### config.mk
export PLATFORM = sky130hd
export DESIGN_NAME = bit_serializer
export DESIGN_NICKNAME = d
export VERILOG_FILES = /design/src/rtl/bit_serializer.sv
export SDC_FILE = /design/constraint.sdc
export NUM_CORES = 1
export LEC_CHECK = 0
export ABC_AREA = 1
export CAP_MARGIN = 20
export CORE_UTILIZATION = 52
export DETAILED_ROUTE_END_ITERATION = 10
export PLACE_DENSITY = 0.79
export SETUP_SLACK_MARGIN = 0.1
export SYNTH_ARGS = -nofsm -noshare
export SYNTH_HDL_FRONTEND = slang
export SYNTH_SLANG_ARGS = --single-unit
export TNS_END_PERCENT = 100
### constraint.sdc
create_clock -name clk -period 2.65 [get_ports clk]
set_input_delay 0.53 -clock clk [delete_from_list [all_inputs] [get_ports clk]]
set_output_delay 0.53 -clock clk [all_outputs]
set_load 0.01 [all_outputs]
### src/rtl/bit_serializer.sv
// bit_serializer
// Parallel-to-serial front end for the sequence detector. Words of WIDTH
// bits are accepted over a valid/ready handshake and shifted out one bit per
// clock on dout. A word accepted on the final bit cycle follows with no gap.
//
// Optional feature macro: BIT_SERIALIZER_PARITY_EN. When it is defined, each
// word is followed by one even-parity bit (XOR of the data bits).
//
// Ports
//   clk        : clock, rising edge
//   rst        : asynchronous, active-low reset
//   in_data    : word to serialize, sampled on acceptance
//   in_valid   : in_data is valid
//   in_ready   : a word can be accepted this cycle (0 while rst is low)
//   dout       : serial bit to the detector din
//   dout_valid : dout carries a payload or parity bit
//   word_done  : pulse on the final bit of each word
module bit_serializer #(
  parameter int WIDTH     = 8,
  parameter int MSB_FIRST = 1
) (
  input  logic             clk,
  input  logic             rst,
  input  logic [WIDTH-1:0] in_data,
  input  logic             in_valid,
  output logic             in_ready,
  output logic             dout,
  output logic             dout_valid,
  output logic             word_done
);

  localparam int CW = (WIDTH > 1) ? $clog2(WIDTH) : 1;
  localparam logic [CW-1:0] LAST_CNT = CW'(WIDTH - 1);

`ifdef BIT_SERIALIZER_PARITY_EN
  typedef enum logic [1:0] {
    S_IDLE   = 2'd0,
    S_SHIFT  = 2'd1,
    S_PARITY = 2'd2
  } state_e;
`else
  typedef enum logic [1:0] {
    S_IDLE  = 2'd0,
    S_SHIFT = 2'd1
  } state_e;
`endif

  state_e           state_q, state_d;
  logic [WIDTH-1:0] shreg_q, shreg_d;
  logic [CW-1:0]    cnt_q, cnt_d;
  logic             last_s;
  logic             ready_s;
  logic             accept_s;
  logic             head_s;
  logic [WIDTH-1:0] shifted_s;
`ifdef BIT_SERIALIZER_PARITY_EN
  logic             parity_q, parity_d;
`endif

  // State, shift register and bit counter
  always_ff @(posedge clk or negedge rst) begin
    if (!rst) begin
      state_q  <= S_IDLE;
      shreg_q  <= '0;
      cnt_q    <= '0;
`ifdef BIT_SERIALIZER_PARITY_EN
      parity_q <= 1'b0;
`endif
    end else begin
      state_q  <= state_d;
      shreg_q  <= shreg_d;
      cnt_q    <= cnt_d;
`ifdef BIT_SERIALIZER_PARITY_EN
      parity_q <= parity_d;
`endif
    end
  end

  // Handshake, output decode and next-state logic
  always_comb begin
    state_d  = state_q;
    shreg_d  = shreg_q;
    cnt_d    = cnt_q;
`ifdef BIT_SERIALIZER_PARITY_EN
    parity_d = parity_q;
`endif
    last_s    = (state_q == S_SHIFT) && (cnt_q == LAST_CNT);
    head_s    = (MSB_FIRST != 0) ? shreg_q[WIDTH-1] : shreg_q[0];
    shifted_s = (MSB_FIRST != 0) ? (shreg_q << 1) : (shreg_q >> 1);

    // in_ready depends only on registered state and rst, never on in_valid
    case (state_q)
      S_IDLE:   ready_s = 1'b1;
`ifdef BIT_SERIALIZER_PARITY_EN
      S_SHIFT:  ready_s = 1'b0;
      S_PARITY: ready_s = 1'b1;
`else
      S_SHIFT:  ready_s = last_s;
`endif
      default:  ready_s = 1'b0;
    endcase
    in_ready = rst & ready_s;
    accept_s = in_valid & in_ready;

    // Outputs decoded from registered state only
    case (state_q)
      S_SHIFT: begin
        dout       = head_s;
        dout_valid = 1'b1;
`ifdef BIT_SERIALIZER_PARITY_EN
        word_done  = 1'b0;
`else
        word_done  = last_s;
`endif
      end
`ifdef BIT_SERIALIZER_PARITY_EN
      S_PARITY: begin
        dout       = parity_q;
        dout_valid = 1'b1;
        word_done  = 1'b1;
      end
`endif
      default: begin
        dout       = 1'b0;
        dout_valid = 1'b0;
        word_done  = 1'b0;
      end
    endcase

    // A word ends either on its last payload bit or on its parity bit; both
    // paths reload directly from in_data to keep the stream gapless.
    case (state_q)
      S_IDLE: begin
        if (accept_s) begin
          state_d = S_SHIFT;
          shreg_d = in_data;
          cnt_d   = '0;
`ifdef BIT_SERIALIZER_PARITY_EN
          parity_d = ^in_data;
`endif
        end else begin
          state_d = S_IDLE;
        end
      end
      S_SHIFT: begin
        if (!last_s) begin
          shreg_d = shifted_s;
          cnt_d   = cnt_q + CW'(1);
`ifdef BIT_SERIALIZER_PARITY_EN
        end else begin
          // Counter parks at the last value until the next load
          state_d = S_PARITY;
          shreg_d = shifted_s;
        end
`else
        end else if (accept_s) begin
          state_d = S_SHIFT;
          shreg_d = in_data;
          cnt_d   = '0;
        end else begin
          state_d = S_IDLE;
          shreg_d = '0;
          cnt_d   = '0;
        end
`endif
      end
`ifdef BIT_SERIALIZER_PARITY_EN
      S_PARITY: begin
        if (accept_s) begin
          state_d  = S_SHIFT;
          shreg_d  = in_data;
          cnt_d    = '0;
          parity_d = ^in_data;
        end else begin
          state_d  = S_IDLE;
          shreg_d  = '0;
          cnt_d    = '0;
          parity_d = 1'b0;
        end
      end
`endif
      default: begin
        state_d = S_IDLE;
        shreg_d = '0;
        cnt_d   = '0;
      end
    endcase
  end

endmodule

# == Word level (Yosys, flattened, before mapping) ==
# Cells that the tools add are included.
# word_totals
regBits,13
in_bits,11
out_inout_bits,4
wordCells,26
# classes
add_sub_neg,1
eq_ne,4
mux,14
n_bitwise,2
reduce_logical,2
# ops
op,n
8-bit two-way mux,3
8-bit one-hot mux with 2 select lines,1
3-bit two-way mux,2
3-bit one-hot mux with 2 select lines,1
1-bit two-way mux,4
2-bit != test (second input constant),2
2-bit one-hot mux with 2 select lines,1
3-bit by 1-bit adder with 3-bit output (second input constant),1
3-bit equality test (second input constant),1
1-bit AND,2
2-bit by 1-bit equality test with 1-bit output (second input constant),1
2-bit zero test,1
2-bit two-way mux,1
1-bit one-hot mux with 2 select lines,1
1-bit logical AND,1

# == Logic depth before layout (Yosys ltp) ==
# Gate-level depths: netlist (run 1).
# logic_depth
ltp_word,8
mapped_depth,10
mapped_depth_nobuf,9

# == Worst setup path before layout (run 1) ==
# No wires, ideal clock.
# synth_timing
kind,reg-to-output
start,register cnt_q[0]
end,output in_ready
arrival_ps,1075
t_required_ps,2120
path_slack_ps,1045
path_stages_with_launch,7
n_path_buf,0
cell_sequence,dfrtp_1 -> ha_1 -> ha_1 -> inv_1 -> nand2_4 -> inv_2 -> nor2_1
# synth_via
elab_chain_cells,4
# synth_rtl
element,line,source
"start, declared",50,"logic [CW-1:0] cnt_q, cnt_d;"
"start signal, assigned",72,cnt_q <= cnt_d;
3-bit equality test,87,last_s = (state_q == S_SHIFT) && (cnt_q == LAST_CNT);
1-bit logical AND,87,
1-bit one-hot mux with 2 select lines,92,case (state_q)
1-bit AND,102,in_ready = rst & ready_s;
"end, declared",26,"output logic in_ready,"
# Every way passes these cells.

# == Final worst setup path (run 1) ==
# Ends and elaborated chain as after synthesis.

==> results of run 1 <==
## metal layers
layer,part of all wire,vias to the layer above,wire length (µm)
li1,-,303,-
met1,0.47,249,619
met2,0.47,16,621
met3,0.037,5,49
met4,0.025,0,33
met5,0,-,0
## cells by family after synthesis
kind of cell             share of synthesized area
AO/OA/AOI/OAI                               0.0120
adder cells (fa/ha/maj)                     0.0342
buffers and inverters                        0.104
flip-flops                                   0.410
AND/OR/NAND/NOR                              0.439
## placed cells by master (no fill, tap or decap)
cell	count
nand3_4	1
clkbuf_4	3
nand2_1	25
clkdlybuf4s50_1	13
a21oi_2	1
nand3b_1	7
dfrtp_1	12
inv_4	2
dlymetal6s2s_1	1
nand2_4	1
inv_1	12
nor2_1	2
nand4_1	7
buf_4	1
nand3_1	1
nand3_2	7
ha_1	2
nand2_8	1
## registers in the layout, summed over array words and instances, names as in the netlist
name and flops:
state_q 1, shreg_q 8, cnt_q 3
## power groups by stage
stage	Sequential [mW]	Clock (mW)	Combinational (mW)
4_1_cts	0.325	0.118	0.534
2_1_floorplan	0.321	0	0.413
3_3_place_gp	0.326	0	0.512
6_report	0.324	0.114	0.524
5_1_grt	0.335	0.124	0.597
3_5_place_dp	0.329	0	0.526
## layout make-up
class	count	area (µm²)
fill	112	397
sequential	12	300
clock buffer	3	22.5
inverter	14	57.6
timing repair buffer	15	150
multi-input combinational	55	355
tap	15	18.8
## how the worst max path moves through the flow
stage | to | cells past startpoint
floorplan | in_ready | 6
global placement | in_ready | 4
detailed placement | in_ready | 4
CTS | in_ready | 7
global route | in_ready | 7
finish | in_ready | 7
## worst reg2reg max path: cells and delay by family (launching register included)
kind | cells | cell delay [ns]
buf+inv | 2 | 0.17
flops | 1 | 0.41
fa+ha+maj | 2 | 0.40
simple gates | 5 | 0.49
==> summary.txt, run 1 <==
via count = 573
critical-path cell list = ha_1 -> ha_1 -> inv_1 -> nand2_4 -> inv_4 -> nor2_1 -> dlymetal6s2s_1
setup tns final = 0 ns
final WL = 1320 µm
post-synthesis sequential area ratio = 0.410
# hold bufs at CTS = 0
placed instance count = 111
Iter 0 DRT Violations = 17
Yosys cell types = 17
first-pass GRT wire length = 2240 µm
Post-Syn Area = 732 µm²
Avg Cell Area, Syn = 8.71 µm²
CP Data Arrival Time = 1.66 ns
Worst R2R Path Depth = 9
switching share of total power = 0.427
total core area = 1300 µm²
GR peak layer = met2
reg-to-reg endpoint = shreg_q[0]
RR Startpoint = cnt_q[0]
Clock Pin Slew Worst Setup and Hold Paths = 0.07 ns
top cell type's share of synthesized area = 0.410
syn_nets = 97
area grow syn2layout = 23.6%
initial antenna violation count = 0
maximum clock insertion buffer count = 2
DP Area = 877 µm²
layout cells sized above 1 = 0.172
GRT Overall Usage = 0.221
clk sinks = 12
CP top delay family = flip-flops
Num CTS Buffers = 3
Sequential Power Share = 0.337
Required @ worst endpoint = 2.12 ns
async set-or-reset flop fraction in the synthesized netlist = 1.00
WP buf/inv = 3
crit path kind = reg -> out
# diodes = 0
# DRC = 0
post-synth top area cell = dfrtp_1
Total Power = 0.961 mW
chip height = 39.5 µm
actual slew at the worst max-slew pin = 0.420 ns
skew final = 0.00280 ns
Slew HR = 0.719
Slew Viols, Final = 0
initial core utilization = 0.563
die footprint = 1560 µm²
Worst Hold Path Cells = 2
number of cells produced by synthesis = 84
Die X-Extent = 39.5 µm
IO Pins = 15
Cell Rows = 13
non-filler cells, final = 114
grt met2 use = 0.344
WHS = 0.477 ns
Post-synth EDFFs = 0
Comb power frac = 0.545
flop and latch count out of synthesis = 12
Post-DRT Antenna Nets = 0
vias per cell = 5.03
port bufs = 14
minimum clock period = 2.19 ns
f_max = 0.456 GHz
Final Util = 0.695
CTS tree = yes
CP Capture Type = output port
top-count cell post-synth = nand2_1
Peak VDD IR = 0.000475 V
RSZ-0062 raised after global routing = false
# setup viols final = 0
status = finished, final reports clean
Lkg Pwr = 0.490 nW
clock share of power = 0.118
HPWL Detailed = 927 µm
Root Buffer = clkbuf_4
# resized after CTS = 1
largest fanout on the critical path = 11
Worst Hold Launch = shreg_q[0]
CTS H-tree lvls = 1
Fin. Hold Viols = 0
commonest cells in the synthesized netlist = nand2_1 (25), dfrtp_1 (12), inv_1 (12)
DRT Pass-1 Iters = 4
Hold EP = shreg_q[0]
met1 Use GR = 0.285
vias in the first global route = 518
R2R Setup Slk = 1.12 ns
Pint = 0.550 mW
worst min path class = reg -> reg
Synth Flop Type = dfrtp_1
net load switching power = 0.411 mW
top post-synthesis cells by area = dfrtp_1 (41%), nand2_1 (13%), nand3_2 (9.6%)
MaxCap Viol Count = 0
period utilization = 0.828
Power Dens Cells = 1060 nW/µm²
routed wire length per instance = 11.6 µm
worst-skew pair later-pin latency = 0.27 ns
Synth Warn # = 0
Layout Nets = 114
slowest CP cell = dfrtp_1
most frequent CP cell = ha_1
grt ovf = 0
crit path from = cnt_q[0]
Setup Buffers After CTS = 0
gpl congestion = 0.663
met3 usage = 0.0511
critical path launch point type = register
pin count of the biggest net entering global routing = 21
Finished Cell Area = 905 µm²
crit-path max cell delay = 0.41 ns
worst setup margin = 0.456 ns
pre-CTS setup slack = 0.347 ns
Power figures use the tool's default switching activity.
==> inputs of run 2 (changes only) <==
Settings changed: CORE_UTILIZATION 52 to 44, PLACE_DENSITY 0.79 to 0.71.
Clock period 2.65 ns to 2 ns, I/O delays scaled along.
==> run 2 against run 1 <==
Effect of this change:
- worst setup slack got worse by 0.26 ns
- critical endpoint is now word_done
- critical path type unchanged
- largest power group unchanged
- final area increased by 5.1%
- via count increased by 9.1%
- combinational power increased by 49%
- clock power increased by 71%
- first-iteration DRC count decreased by 29%
==> summary.txt, run 2 (synthesized netlist as in run 1, its figures left out) <==
status = finished, final reports clean
maximum clock insertion buffer count = 2 (unchanged)
Clock Pin Slew Worst Setup and Hold Paths = 0.08 ns (about the same)
max reg flops = 8 (unchanged)
first-pass GRT wire length = 2470 µm (+10%)
Required @ worst endpoint = 1.60 ns (-0.52 ns)
Final Util = 0.624 (-0.0712)
via count = 625 (+9.1%)
period utilization = 0.904
CTS tree = yes
MaxCap Viol Count = 0 (unchanged)
CTS H-tree lvls = 1 (unchanged)
Fillers = 145 (+29%)
crit-path max cell delay = 0.39 ns (-0.02 ns)
port bufs = 14 (unchanged)
vias per cell = 5.17 (+2.8%)
WP buf/inv = 2 (-1)
Layout Nets = 119 (+4.4%)
# DRC = 0 (unchanged)
gpl congestion = 0.705 (+6.3%)
grt ovf = 0 (unchanged)
largest fanout on the critical path = 2 (-9)
Post-DRT Antenna Nets = 0 (unchanged)
area grow syn2layout = 29.9%
HPWL Detailed = 1040 µm (+12%)
Slew Viols, Final = 0 (unchanged)
critical-path cell list = ha_1 -> ha_2 -> nand2_1 -> inv_1 -> dlygate4sd2_1
Iter 0 DRT Violations = 12 (-5)
Power Dens Cells = 1470 nW/µm² (+39%)
Finished Cell Area = 951 µm² (+5.1%)
actual slew at the worst max-slew pin = 0.370 ns (-0.0508 ns)
# setup viols final = 0 (unchanged)
Worst Hold Launch = shreg_q[0]
# hold bufs at CTS = 0 (unchanged)
chip height = 42.8 µm (+8.3%)
layout cells sized above 1 = 0.257 (+0.0854)
IO Pins = 15 (unchanged)
initial core utilization = 0.480 (-0.0822)
f_max = 0.553 GHz
Num CTS Buffers = 3 (unchanged)
CP top delay family = flip-flops
worst setup margin = 0.192 ns (-0.264 ns)
Lkg Pwr = 0.509 nW (+3.9%)
most frequent cells in the layout = nand2_1 (25), dfrtp_1 (12), clkdlybuf4s50_1 (12)
slowest CP cell = dfrtp_1
Peak VDD IR = 0.000896 V (+89%)
crit path kind = reg -> out
Fin. Hold Viols = 0 (unchanged)
clk sinks = 12 (unchanged)
Die X-Extent = 42.8 µm (+8.3%)
total core area = 1520 µm² (+17%)
critical path launch point type = register
commonest non-fill, non-tap cell in the layout = nand2_1
pin count of the biggest net entering global routing = 21 (unchanged)
crit path from = cnt_q[0]
pre-CTS setup slack = -0.0163 ns (-0.364 ns)
routed wire length per instance = 12.0 µm (+3.3%)
Cell Rows = 14 (+1)
Root Buffer = clkbuf_4
DRT Pass-1 Iters = 4 (unchanged)
minimum clock period = 1.81 ns
skew final = 0.000965 ns (-0.00184 ns)
RR Startpoint = cnt_q[0]
# diodes = 0 (unchanged)
vias in the first global route = 568 (+9.7%)
biggest regs = shreg_q (8), cnt_q (3), state_q (1)
final WL = 1450 µm (+9.7%)
initial antenna violation count = 0 (unchanged)
worst min path class = reg -> reg
Slew HR = 0.753 (+0.0345)
CP Capture Type = output port
GRT Overall Usage = 0.183 (-0.0376)
die footprint = 1830 µm² (+17%)
DP Area = 908 µm² (+3.6%)
worst-skew pair later-pin latency = 0.27 ns (about the same)
Reg with most FFs = shreg_q
RSZ-0062 raised after global routing = false
CP Data Arrival Time = 1.41 ns (-0.25 ns)
-- run 2: per-layer routing --
metal / wire length [µm] / vias up / GRT usage
met5: 0 / - / 0
met4: 6 / 0 / 0.0750
met3: 88 / 2 / 0.0383
met2: 720 / 21 / 0.300
met1: 637 / 287 / 0.234
li1: - / 315 / -
-- run 2: area by class of cell --
type | count | area, µm² | share of cell area
timing repair buffer | 20 | 179 | 0.188
sequential | 12 | 300 | 0.316
tap | 16 | 20.0 | 0.0211
multi-input combinational | 55 | 360 | 0.379
inverter | 14 | 55.1 | 0.0579
clock buffer | 4 | 36.3 | 0.0382
-- run 2: report_power, final --
part	total, mW	switching, mW	internal (mW)	leakage (nW)
Combinational	0.780	0.433	0.348	0.342
Sequential	0.426	0.0647	0.361	0.146
Clock	0.195	0.0849	0.111	0.0210
Total	1.40	0.582	0.820	0.509
-- run 2: final timing paths --
| path | end | slack (ns) | cells after the start |
|---|---|---|---|
| min in group asynchronous | shreg_q[0] | 0.49 | 2 |
| max reg2reg | cnt_q[1] | 0.41 | 10 |
| max | word_done | 0.19 | 5 |
| max in group asynchronous | shreg_q[2] | 1.31 | 2 |
| min | shreg_q[0] | 0.48 | 2 |
| min reg2reg | shreg_q[0] | 0.48 | 2 |
-- run 2: worst register-to-register path, cell delays in order, from the launching register on --
cell     delay (ns)
dfrtp_1        0.39
ha_1           0.21
ha_2           0.18
inv_2          0.06
nand2_4        0.04
buf_4          0.17
nand3_4        0.14
nand2_8        0.12
inv_4          0.09
nand2_1        0.05
nand2_1        0.06
-- run 2: what timing repair did --
item / 4_1_cts / 5_1_grt
cloned: 0 / 0
endpoints found under the hold margin: 0 / 0
endpoints found under the setup margin: 2 / 2
pin swaps: 0 / 0
gates resized for setup: 2 / 5
setup buffers: 0 / 1
-- run 2: metrics by stage --
step	total power, mW	cells	hold WS, ns	TNS (ns)
6_report	1.40	121	0.484	0
5_1_grt	1.51	121	0.511	0
4_1_cts	1.40	120	0.482	0
3_5_place_dp	1.21	116	0.464	-0.0163
3_3_place_gp	1.17	116	0.459	-0.0265
2_1_floorplan	0.972	84	0.104	0
==> inputs of run 3 (changes only) <==
Settings changed: GPL_TIMING_DRIVEN set to 0.
==> run 3 against run 2 <==
Effect of this change:
- power down 0.24%
- via count down 1.3%
- final area down 0.66%
- combinational power down 2%
- sequential power about the same
- first-iteration DRC count up 58%
- final cell count unchanged
- sequential cell count unchanged
- die area unchanged
- worst setup slack worse by 0.0031 ns
- critical path depth unchanged
- critical path type unchanged
- largest power group unchanged
==> summary.txt, run 3 (synthesized netlist as in run 1, its figures left out) <==
most frequent cells in the layout = nand2_1 (25), dfrtp_1 (12), inv_1 (11)
vias in the first global route = 622 (+9.5%)
worst min path class = reg -> reg
Peak VDD IR = 0.000842 V (-6.1%)
CP top delay family = flip-flops
gpl congestion = 0.722 (+2.4%)
critical-path cell list = ha_1 -> ha_2 -> nand2_1 -> inv_1 -> dlygate4sd2_1
R2R Setup Slk = 0.44 ns (+0.03 ns)
status = finished, final reports clean
period utilization = 0.906 (+0.00155)
final WL = 1520 µm (+4.8%)
grt ovf = 0 (unchanged)
slowest CP cell = dfrtp_1
CP Data Arrival Time = 1.41 ns (about the same)
RSZ-0062 raised after global routing = false
maximum clock insertion buffer count = 2 (unchanged)
Post-DRT Antenna Nets = 0 (unchanged)
first-pass GRT wire length = 2620 µm (+5.9%)
biggest regs = shreg_q (8), cnt_q (3), state_q (1)
Reg with most FFs = shreg_q
largest fanout on the critical path = 2 (unchanged)
Fin. Hold Viols = 0 (unchanged)
clk sinks = 12 (unchanged)
die footprint = 1830 µm² (unchanged)
Comb power frac = 0.547 (-0.010)
DRT Pass-1 Iters = 3 (-1)
Clock Pin Slew Worst Setup and Hold Paths = 0.09 ns (about the same)
chip height = 42.8 µm (unchanged)
CTS tree = yes
Lkg Pwr = 0.509 nW (-0.11%)
routed wire length per instance = 12.6 µm (+4.8%)
Layout Nets = 119 (unchanged)
# DRC = 0 (unchanged)
# diodes = 0 (unchanged)
Iter 0 DRT Violations = 19 (+7)
total core area = 1520 µm² (unchanged)
area grow syn2layout = 29.1%
Root Buffer = clkbuf_4
worst-skew pair later-pin latency = 0.28 ns (about the same)
Required @ worst endpoint = 1.60 ns (about the same)
initial antenna violation count = 0 (unchanged)
clock share of power = 0.147 (+0.008)
Slew Viols, Final = 0 (unchanged)
Slew HR = 0.738 (-0.0157)
port bufs = 13 (-1)
max reg flops = 8 (unchanged)
IO Pins = 15 (unchanged)
WP buf/inv = 2 (unchanged)
critical path launch point type = register
switching share of total power = 0.419 (+0.00402)
MaxCap Viol Count = 0 (unchanged)
crit-path max cell delay = 0.39 ns (about the same)
HPWL Detailed = 995 µm (-4.2%)
GRT Overall Usage = 0.198 (+0.0146)
via count = 617 (-1.3%)
CTS H-tree lvls = 1 (unchanged)
pin count of the biggest net entering global routing = 14 (-33%)
# setup viols final = 0 (unchanged)
layout cells sized above 1 = 0.248 (-0.00952)
Die X-Extent = 42.8 µm (unchanged)
minimum clock period = 1.81 ns (+0.00310 ns)
commonest non-fill, non-tap cell in the layout = nand2_1
crit path kind = reg -> out
Final Util = 0.620 (-0.00411)
vias per cell = 5.10 (-1.3%)
Pint = 0.812 mW (-0.92%)
Sequential Power Share = 0.306 (+0.002)
skew final = 0.00225 ns (+0.00129 ns)
Num CTS Buffers = 3 (unchanged)
DP Area = 882 µm² (-2.9%)
Cell Rows = 14 (unchanged)
f_max = 0.552 GHz (-0.17%)
net load switching power = 0.586 mW (+0.73%)
Power Dens Cells = 1480 nW/µm² (+0.42%)
Finished Cell Area = 945 µm² (-0.66%)
WHS = 0.478 ns (-0.00677 ns)
actual slew at the worst max-slew pin = 0.393 ns (+0.0235 ns)
initial core utilization = 0.480 (unchanged)
CP Capture Type = output port
run 3: worst reg2reg max path, delay by kind of cell, from the launching register on:
kind | cells | cell delay, ns
DFF | 1 | 0.36
adders and majority gates | 2 | 0.33
buffers and inverters | 3 | 0.25
and+or+nand+nor | 5 | 0.52
run 3: power groups by stage:
stage / combinational, mW / clock [mW] / sequential (mW)
finish: 0.766 / 0.205 / 0.428
detailed placement: 0.731 / 0 / 0.437
floorplan: 0.547 / 0 / 0.425
CTS: 0.765 / 0.208 / 0.427
global placement: 0.708 / 0 / 0.432
global route: 0.877 / 0.220 / 0.440
run 3: repair_timing:
action,4_1_cts,5_1_grt
endpoints found under the setup margin,12,2
hold buffers,0,2
endpoints found under the hold margin,0,5
resized for setup,5,6
buffers inserted,2,0
run 3: area by class of cell:
| type | instances | area, µm² |
|---|---|---|
| plain buffers | 3 | 21.3 |
| clock buffers | 4 | 36.3 |
| fillers | 144 | 579 |
| inverters | 14 | 55.1 |
| multi-input cells | 55 | 358 |
| flip-flops and latches | 12 | 300 |
| well taps | 16 | 20.0 |
| repair buffers | 17 | 154 |
run 3: worst paths after layout:
kind,endpoint,cells after the start,from
min in group asynchronous,cnt_q[0],2,rst
setup / recovery,word_done,5,cnt_q[0]
setup reg to reg,shreg_q[7],10,cnt_q[0]
hold reg to reg,shreg_q[0],2,shreg_q[0]
max in group asynchronous,shreg_q[4],2,rst
hold / removal,shreg_q[0],2,shreg_q[0]
run 3: stage by stage:
stage	setup TNS [ns]	total power [mW]	cells	worst slack, ns
after floorplan	0	0.972	84	0.525
after global placement	-3.43	1.14	113	-0.780
after detailed placement	-3.54	1.17	113	-0.783
after CTS	0	1.40	119	0.00381
after global routing	0	1.54	121	0.0889
final	0	1.40	121	0.189
run 3: per-layer routing:
metal,GRT usage,routed length [µm],vias up
met5,0,0,-
met4,0.113,48,0
met3,0.0426,56,7
met2,0.318,684,17
met1,0.243,733,281
li1,-,-,312
